**src/rtl/uart_rx_frame_deserializer.sv**
```systemverilog
// uart_rx_frame_deserializer: oversampled UART receiver with majority-vote line filter,
// 5..DATA_WIDTH bit framing, even/odd/stick parity and a valid/ready holding register.
module uart_rx_frame_deserializer #(
    parameter int DATA_WIDTH = 8,
    parameter int OVERSAMPLE = 16,
    parameter int VOTE_TAPS  = 3
) (
    input  logic                            pclk,
    input  logic                            presetn,
    input  logic                            sample_tick,
    input  logic                            uart_rxd,
    input  logic                            loop,
    input  logic                            loop_txd,
    input  logic                            rx_enable,
    input  logic [$clog2(DATA_WIDTH+1)-1:0] word_len,
    input  logic                            pen,
    input  logic                            eps,
    input  logic                            sp,
    input  logic                            rx_ready,
    output logic [DATA_WIDTH-1:0]           rx_data,
    output logic                            rx_valid,
    output logic                            parity_error,
    output logic                            frame_error,
    output logic                            break_detect,
    output logic                            overrun,
    output logic                            rx_busy,
    output logic                            rx_bit
);
    localparam int CW = $clog2(OVERSAMPLE);
    localparam int WW = $clog2(DATA_WIDTH + 1);
    localparam int VW = $clog2(VOTE_TAPS + 1);
    localparam int SAMPLE_PT = OVERSAMPLE / 2 - 1 + VOTE_TAPS / 2;

    typedef enum logic [2:0] {IDLE, START, DATA, PARITY, STOP, BRK_WAIT} state_t;

    state_t                state, state_nxt;
    logic [VOTE_TAPS-1:0]  vote;
    logic [VW-1:0]         ones;
    logic [CW-1:0]         cnt;
    logic [WW-1:0]         wl, wl_in, nbits;
    logic                  pen_l, eps_l, sp_l;
    logic [DATA_WIDTH-1:0] shreg;
    logic                  par_err, zero;
    logic                  rx_line, at_pt, start_det, load, brk, exp_par;

    assign rx_line   = loop ? loop_txd : uart_rxd;
    assign start_det = (state == IDLE) && sample_tick && rx_enable && !rx_line;
    assign at_pt     = sample_tick && (state != IDLE) && (cnt == CW'(SAMPLE_PT));
    assign wl_in     = (word_len < WW'(5)) ? WW'(5) :
                       (word_len > WW'(DATA_WIDTH)) ? WW'(DATA_WIDTH) : word_len;
    assign exp_par   = sp_l ? ~eps_l : (^shreg) ^ ~eps_l;
    // zero tracks whether every data/parity bit so far was 0, so a low stop bit means break
    assign brk       = !rx_bit && zero;
    assign rx_busy   = state != IDLE;

    always_comb begin
        ones = '0;
        for (int i = 0; i < VOTE_TAPS; i++) ones = ones + VW'(vote[i]);
    end

    assign rx_bit = ones > VW'(VOTE_TAPS / 2);

    always_ff @(posedge pclk or negedge presetn) begin
        if (!presetn) state <= IDLE;
        else          state <= state_nxt;
    end

    always_comb begin
        state_nxt = state;
        load      = 1'b0;
        case (state)
            IDLE:     if (start_det) state_nxt = START;
            START:    if (at_pt) state_nxt = rx_bit ? IDLE : DATA;
            DATA:     if (at_pt && nbits == wl - WW'(1)) state_nxt = pen_l ? PARITY : STOP;
            PARITY:   if (at_pt) state_nxt = STOP;
            STOP: begin
                if (at_pt) begin
                    load      = 1'b1;
                    state_nxt = brk ? BRK_WAIT : IDLE;
                end
            end
            BRK_WAIT: if (rx_bit) state_nxt = IDLE;
            default:  state_nxt = IDLE;
        endcase
    end

    always_ff @(posedge pclk or negedge presetn) begin
        if (!presetn) begin
            vote    <= '1;
            cnt     <= '0;
            wl      <= WW'(DATA_WIDTH);
            nbits   <= '0;
            pen_l   <= 1'b0;
            eps_l   <= 1'b0;
            sp_l    <= 1'b0;
            shreg   <= '0;
            par_err <= 1'b0;
            zero    <= 1'b1;
        end else begin
            if (sample_tick) vote <= VOTE_TAPS'({vote, rx_line});
            if (start_det) begin
                cnt     <= '0;
                wl      <= wl_in;
                nbits   <= '0;
                pen_l   <= pen;
                eps_l   <= eps;
                sp_l    <= sp;
                shreg   <= '0;
                par_err <= 1'b0;
                zero    <= 1'b1;
            end else if (sample_tick && state != IDLE) begin
                cnt <= (cnt == CW'(OVERSAMPLE - 1)) ? '0 : cnt + CW'(1);
            end
            if (at_pt && state == DATA) begin
                shreg <= (shreg >> 1) | (DATA_WIDTH'(rx_bit) << (wl - WW'(1)));
                nbits <= nbits + WW'(1);
                zero  <= zero & ~rx_bit;
            end
            if (at_pt && state == PARITY) begin
                par_err <= rx_bit ^ exp_par;
                zero    <= zero & ~rx_bit;
            end
        end
    end

    always_ff @(posedge pclk or negedge presetn) begin
        if (!presetn) begin
            rx_data      <= '0;
            rx_valid     <= 1'b0;
            parity_error <= 1'b0;
            frame_error  <= 1'b0;
            break_detect <= 1'b0;
            overrun      <= 1'b0;
        end else begin
            overrun <= load && rx_valid && !rx_ready;
            if (load) begin
                rx_data      <= shreg;
                rx_valid     <= 1'b1;
                parity_error <= par_err;
                frame_error  <= !rx_bit;
                break_detect <= brk;
            end else if (rx_valid && rx_ready) begin
                rx_valid <= 1'b0;
            end
        end
    end
endmodule

```
**config.mk**
```make
export PLATFORM = sky130hd
export DESIGN_NAME = uart_rx_frame_deserializer
export DESIGN_NICKNAME = d
export VERILOG_FILES = /design/src/rtl/uart_rx_frame_deserializer.sv
export SDC_FILE = /design/constraint.sdc
export NUM_CORES = 1
export LEC_CHECK = 0
export BUFFER_PORTS_ARGS = -buffer_cell sky130_fd_sc_hd__buf_2
export CAP_MARGIN = 20
export CORE_MARGIN = 1
export CORE_UTILIZATION = 59
export CTS_BUF_LIST = sky130_fd_sc_hd__clkbuf_2
export DETAILED_ROUTE_END_ITERATION = 7
export PLACE_DENSITY = 0.84
export SKIP_LAST_GASP = 1
export SLEW_MARGIN = 10
export SYNTH_ARGS = -nofsm -noshare
export SYNTH_HDL_FRONTEND = slang
export SYNTH_SLANG_ARGS = --single-unit
```
**constraint.sdc**
```tcl
create_clock -name pclk -period 2.3 [get_ports pclk]
set_input_delay 0.46 -clock pclk [delete_from_list [all_inputs] [get_ports pclk]]
set_output_delay 0.46 -clock pclk [all_outputs]
set_load 0.1 [all_outputs]
```
[Word-level counts from Yosys, hierarchy flattened]
Index checks and enable logic that the tools add are counted.
Word-level totals
  register bits after elaboration: 44
  input bits: 15
  output and inout bits: 15
  logic and storage cells: 100
Cells by class
  $add $sub $neg: 5
  magnitude comparators: 3
  equal/unequal tests: 14
  shift-type cells: 1
  muxes and demuxes: 30
  bitwise operators: 6
  reduce and logical (&&, ||, !) cells: 24
Operators by type and width (number)
  $mux W4: 7
  $mux W3: 8
  $pmux W3 S6: 1
  $mux W8: 2
  $logic_and A1 B1 Y1: 12
  $ne A2 B2 Y1 const B: 6
  $mux W1: 11
  $add A4 B1 Y4 const B: 2
  $eq A4 B4 Y1 const B: 2
  $or A7 B8 Y8: 1
  $reduce_bool A2 Y1: 4
  $reduce_xor A8 Y1: 1
  $shl A1 B4 Y8: 1
  $eq A3 B2 Y1 const B: 2
  $eq A3 B3 Y1 const B: 2
  $reduce_and A6 Y1: 1
  $reduce_bool A3 Y1: 2
  $eq A4 B4 Y1: 1
  $gt A4 B4 Y1 const B: 1
  $lt A4 B3 Y1 const B: 1
  $sub A4 B1 Y4 const B: 1
  $eq A3 B1 Y1 const B: 1
  $logic_not A1 Y1: 3
  $logic_not A3 Y1: 1
  other kinds (7): 9

[Longest topological paths before layout]
  depth after elaboration: 8
  gate-level depth with buffers: 9
  depth with buffers taken out: 7

[Worst setup path before layout]
Ideal clock, no wire load.
  path kind: register to register
  start point: reg vote[0]
  end point: reg shreg[5]
  setup time: 0.135 ns
  arrival: 2.400 ns
  data required time: 2.165 ns
  setup slack: -0.235 ns
  cell stages (with the launch flop): 8
  path buffers: 0
  clock period less this slack: 2.535 ns
  cell sequence: dfstp_2 -> ha_1 -> a21oi_1 -> clkinv_1 -> nand2_1 -> nor2_1 -> a21oi_1 -> o21ai_0
On the way
  cells in the longest elaborated chain, start to end: 6
RTL lines
  start, declared: line 37  | logic [VOTE_TAPS-1:0] vote;
  start signal, assigned: line 100  | if (sample_tick) vote <= VOTE_TAPS'({vote, rx_line});
  $add A1 B1 Y2: line 58  | for (int i = 0; i < VOTE_TAPS; i++) ones = ones + VW'(vote[i]);
  $add A2 B1 Y2: line 58
  $gt A2 B1 Y1: line 61  | assign rx_bit = ones > VW'(VOTE_TAPS / 2);
  net rx_bit: line 27  | output logic rx_bit
  $shl A1 B4 Y8: line 115  | shreg <= (shreg >> 1) | (DATA_WIDTH'(rx_bit) << (wl - WW'(1)));
  $or A7 B8 Y8: line 115
  $mux W8: line 114  | if (at_pt && state == DATA) begin
  end signal, assigned: line 115
  end, declared: line 42  | logic [DATA_WIDTH-1:0] shreg;
The timed path passes the listed nets, and every way through them passes these cells.
A chain may end at the register's enable or synchronous reset.

[Worst setup path in the final report]
  start point: reg vote[0]
  end point: out rx_bit
On the way
  cells in the longest elaborated chain, start to end: 3
RTL lines (line)
  $add A1 B1 Y2: 58
  $add A2 B1 Y2: 58
  $gt A2 B1 Y1: 61
  end, declared: 27
No other way between the ends.

==> impl_results.md <==
* CTS Sinks at 44
* Mean routed wirelength per cell at 14.3 um
* Worst-Margin Slew at 0.536 ns
* CP startpoint: vote[0]
* Number of global-route vias before repair at 1637
* YS warnings at 0
* P_leak at 1.22 nW
* Total congestion overflow at 0
* Vias/cell at 5.70
* Internal cell power at 0.00153 W
* Worst-path clk slew at 0.23 ns
* Max FO, Critical Path at 5
* Hold buffers post-CTS at 0
* Fin worst setup slack at 0.115 ns
* Htree depth at 2
* Net Sw Frac at 40.8%
* Root Buffer: clkbuf_2
* Prevailing post-synth register cell: dfrtp_1
* Starting density of the core at 61.5%
* Final setup viols at 0
* Die boundary height at 63.8 um
* Mean Syn Cell Area at 10.0 um^2
* Max Root-Sink Buffers at 2
* Register area share after synthesis at 49.2%
* Worst slack, placed at 0.393 ns
* Gr usage total at 23.4%
* RSZ-0062 raised after global routing: false
* Fin crit share at 95.0%
* Ys async rst share at 100%
* Top-count cell post-synth: dfrtp_1
* Yosys cell types at 48
* Syn-to-layout area delta at 13.0%
* Clock group share of total power at 16.8%
* Logic pwr share at 41.1%
* Core Region at 3660 um^2
* Pwr Density at 1020 nW/um^2
* I/O pin count at 30
* DRT antenna net count at 0
* Syn_nets at 244
* Initial DRC count at 108
* Footprint of the multi-input gates at 1060 um^2
* Final hold vios at 0
* Layout Nets at 277
* Final Max Tran Viols at 0
* Area contributors post-synth: dfrtp_1, dfstp_2, mux2_2
* Hpwl dp at 3180 um
* Register share of total power at 42.1%
* Slew headroom at 64.2%
* Cell count after synthesis at 224
* FILL cells at 285
* Critical Path RT at 1.84 ns
* Die Area at 4070 um^2
* Cell taking the most area after synthesis: dfrtp_1
* Synth cell count leaders: dfrtp_1, nand2_1, o21ai_0
* Number of synthesized register bits at 44
* Die W at 63.8 um
* First-pass GRT wire length at 7300 um
* Net switching power at 0.00106 W
* Worst skew pair latency at 0.42 ns
* Drt first pass iters at 4
* Min cycle time layout at 2.19 ns
* Fmax at 0.458 GHz
* Setup Skew at 0.0177 ns
* Setup_tns at 0 ns
* Seq. cell area at 1110 um^2
* Run status: complete, no violations
* Antenna violations before repair at 0
* Peak supply drop at 0.678 mV
* Ant diodes at 0
* CTS tree: yes
* Hold WC Path Type: in -> async
* Crit path DAT at 1.73 ns
* Largest net degree at the start of global routing at 45
* Placer congestion estimate at 0.827
* Area share of the largest cell type after synthesis at 43.4%
* Worst r2r src: wl[1]
* Post-synth EDFFs at 0
* Post-Route WL at 4390 um
* Via count at 1743
* I/O Buffers at 29
* Setup Crit Path Kind: reg -> out
* Row count at 22
* Critical Path Start Type: flop
* CP Capture Type: output port
* Max-Cap Viols at 0
* # DRC at 0
* Total CTS buffers at 5
* Layout cell share with drive strength beyond 1 at 27.5%
* Synthesized area at 2250 um^2
* Final Util at 69.5%
worst paths after layout:
path,slack [ns],to,depth (start not counted)
max,0.11,rx_bit,4
min reg2reg,0.51,wl[3],2
max reg2reg,0.38,state[1],6
min,0.06,eps_l,2
max in group asynchronous,1.85,zero,2
min in group pclk,0.22,eps_l,3
placed cells by master, fill, tap and decap left out, drive strengths merged, types with 2 or more instances in the layout:
cell / count
nand2: 32
xor2: 4
clkinv: 2
ha: 5
a21oi: 14
nand3: 9
o211ai: 3
inv: 7
mux2i: 4
buf: 38
nor3: 4
nor2: 15
o22a: 2
o41ai: 2
a31oi: 2
xnor2: 12
nand2b: 2
dfrtp: 39
dfstp: 5
o21ai: 15
mux2: 11
o31ai: 3
clkbuf: 5
or3: 4
metrics by stage:
step / total power (W) / instance area, um^2 / cells / hold slack [ns]
floorplan: 0.00192 / 2250 / 224 / 0.164
global placement: 0.00209 / 2450 / 296 / 0.465
detailed placement: 0.00213 / 2450 / 296 / 0.483
CTS: 0.00257 / 2520 / 304 / 0.0759
global route: 0.00275 / 2540 / 306 / 0.0936
finish: 0.00259 / 2540 / 306 / 0.0645
power groups by stage:
stage	combinational (W)	sequential [W]	clock, W
after global routing	0.00117	0.00111	0.000473
after CTS	0.00104	0.00109	0.000443
after global placement	0.000998	0.00109	0
after floorplan	0.000874	0.00104	0
final	0.00106	0.00109	0.000434
after detailed placement	0.00103	0.00110	0
final cells by class:
type	instances	share of cell area, %
clock inverter	3	1.67
tap	48	2.36
sequential	44	43.5
inverter	8	1.23
multi-input combinational	160	41.6
timing repair buffer	38	8.61
clock buffer	5	0.984
cell families (layout without fill, tap and decap cells):
logic type	after synthesis	count (layout)	synth area share [%]
buf+inv	20	54	3.95
simple gates	75	75	16.4
fa+ha+maj	5	5	2.78
compound gates	49	49	14.2
flops	44	44	49.2
xor+xnor	16	16	6.23
mux	15	15	7.28
critical path: stages, from the launching register on:
cell      delay [ns]
dfstp_2         0.59
ha_1            0.24
a21oi_2         0.16
clkinv_2        0.12
buf_6           0.20
layer usage:
layer	vias to the layer above	routed length [um]	part of all wire (%)	GRT usage (%)
met5	-	0	0	0
met4	0	47	1.1	8.81
met3	7	207	4.7	5.71
met2	45	2170	50	39.0
met1	839	1960	45	29.4
li1	852	-	-	-
sequential cells by signal (all words and copies together), names as in the netlist:
signal,flops
rx_data,8
shreg,8
cnt,4
nbits,4
wl,4
state,3
vote,3
break_detect,1
eps_l,1
frame_error,1
overrun,1
par_err,1
parity_error,1
pen_l,1
rx_valid,1
sp_l,1
zero,1
repair_timing:
action | 4_1_cts | 5_1_grt
setup buffers | 0 | 2
resized for setup | 2 | 1
cloned | 0 | 0
endpoints found under the setup margin | 1 | 1
Note: power is estimated with default switching activity, not from simulation.
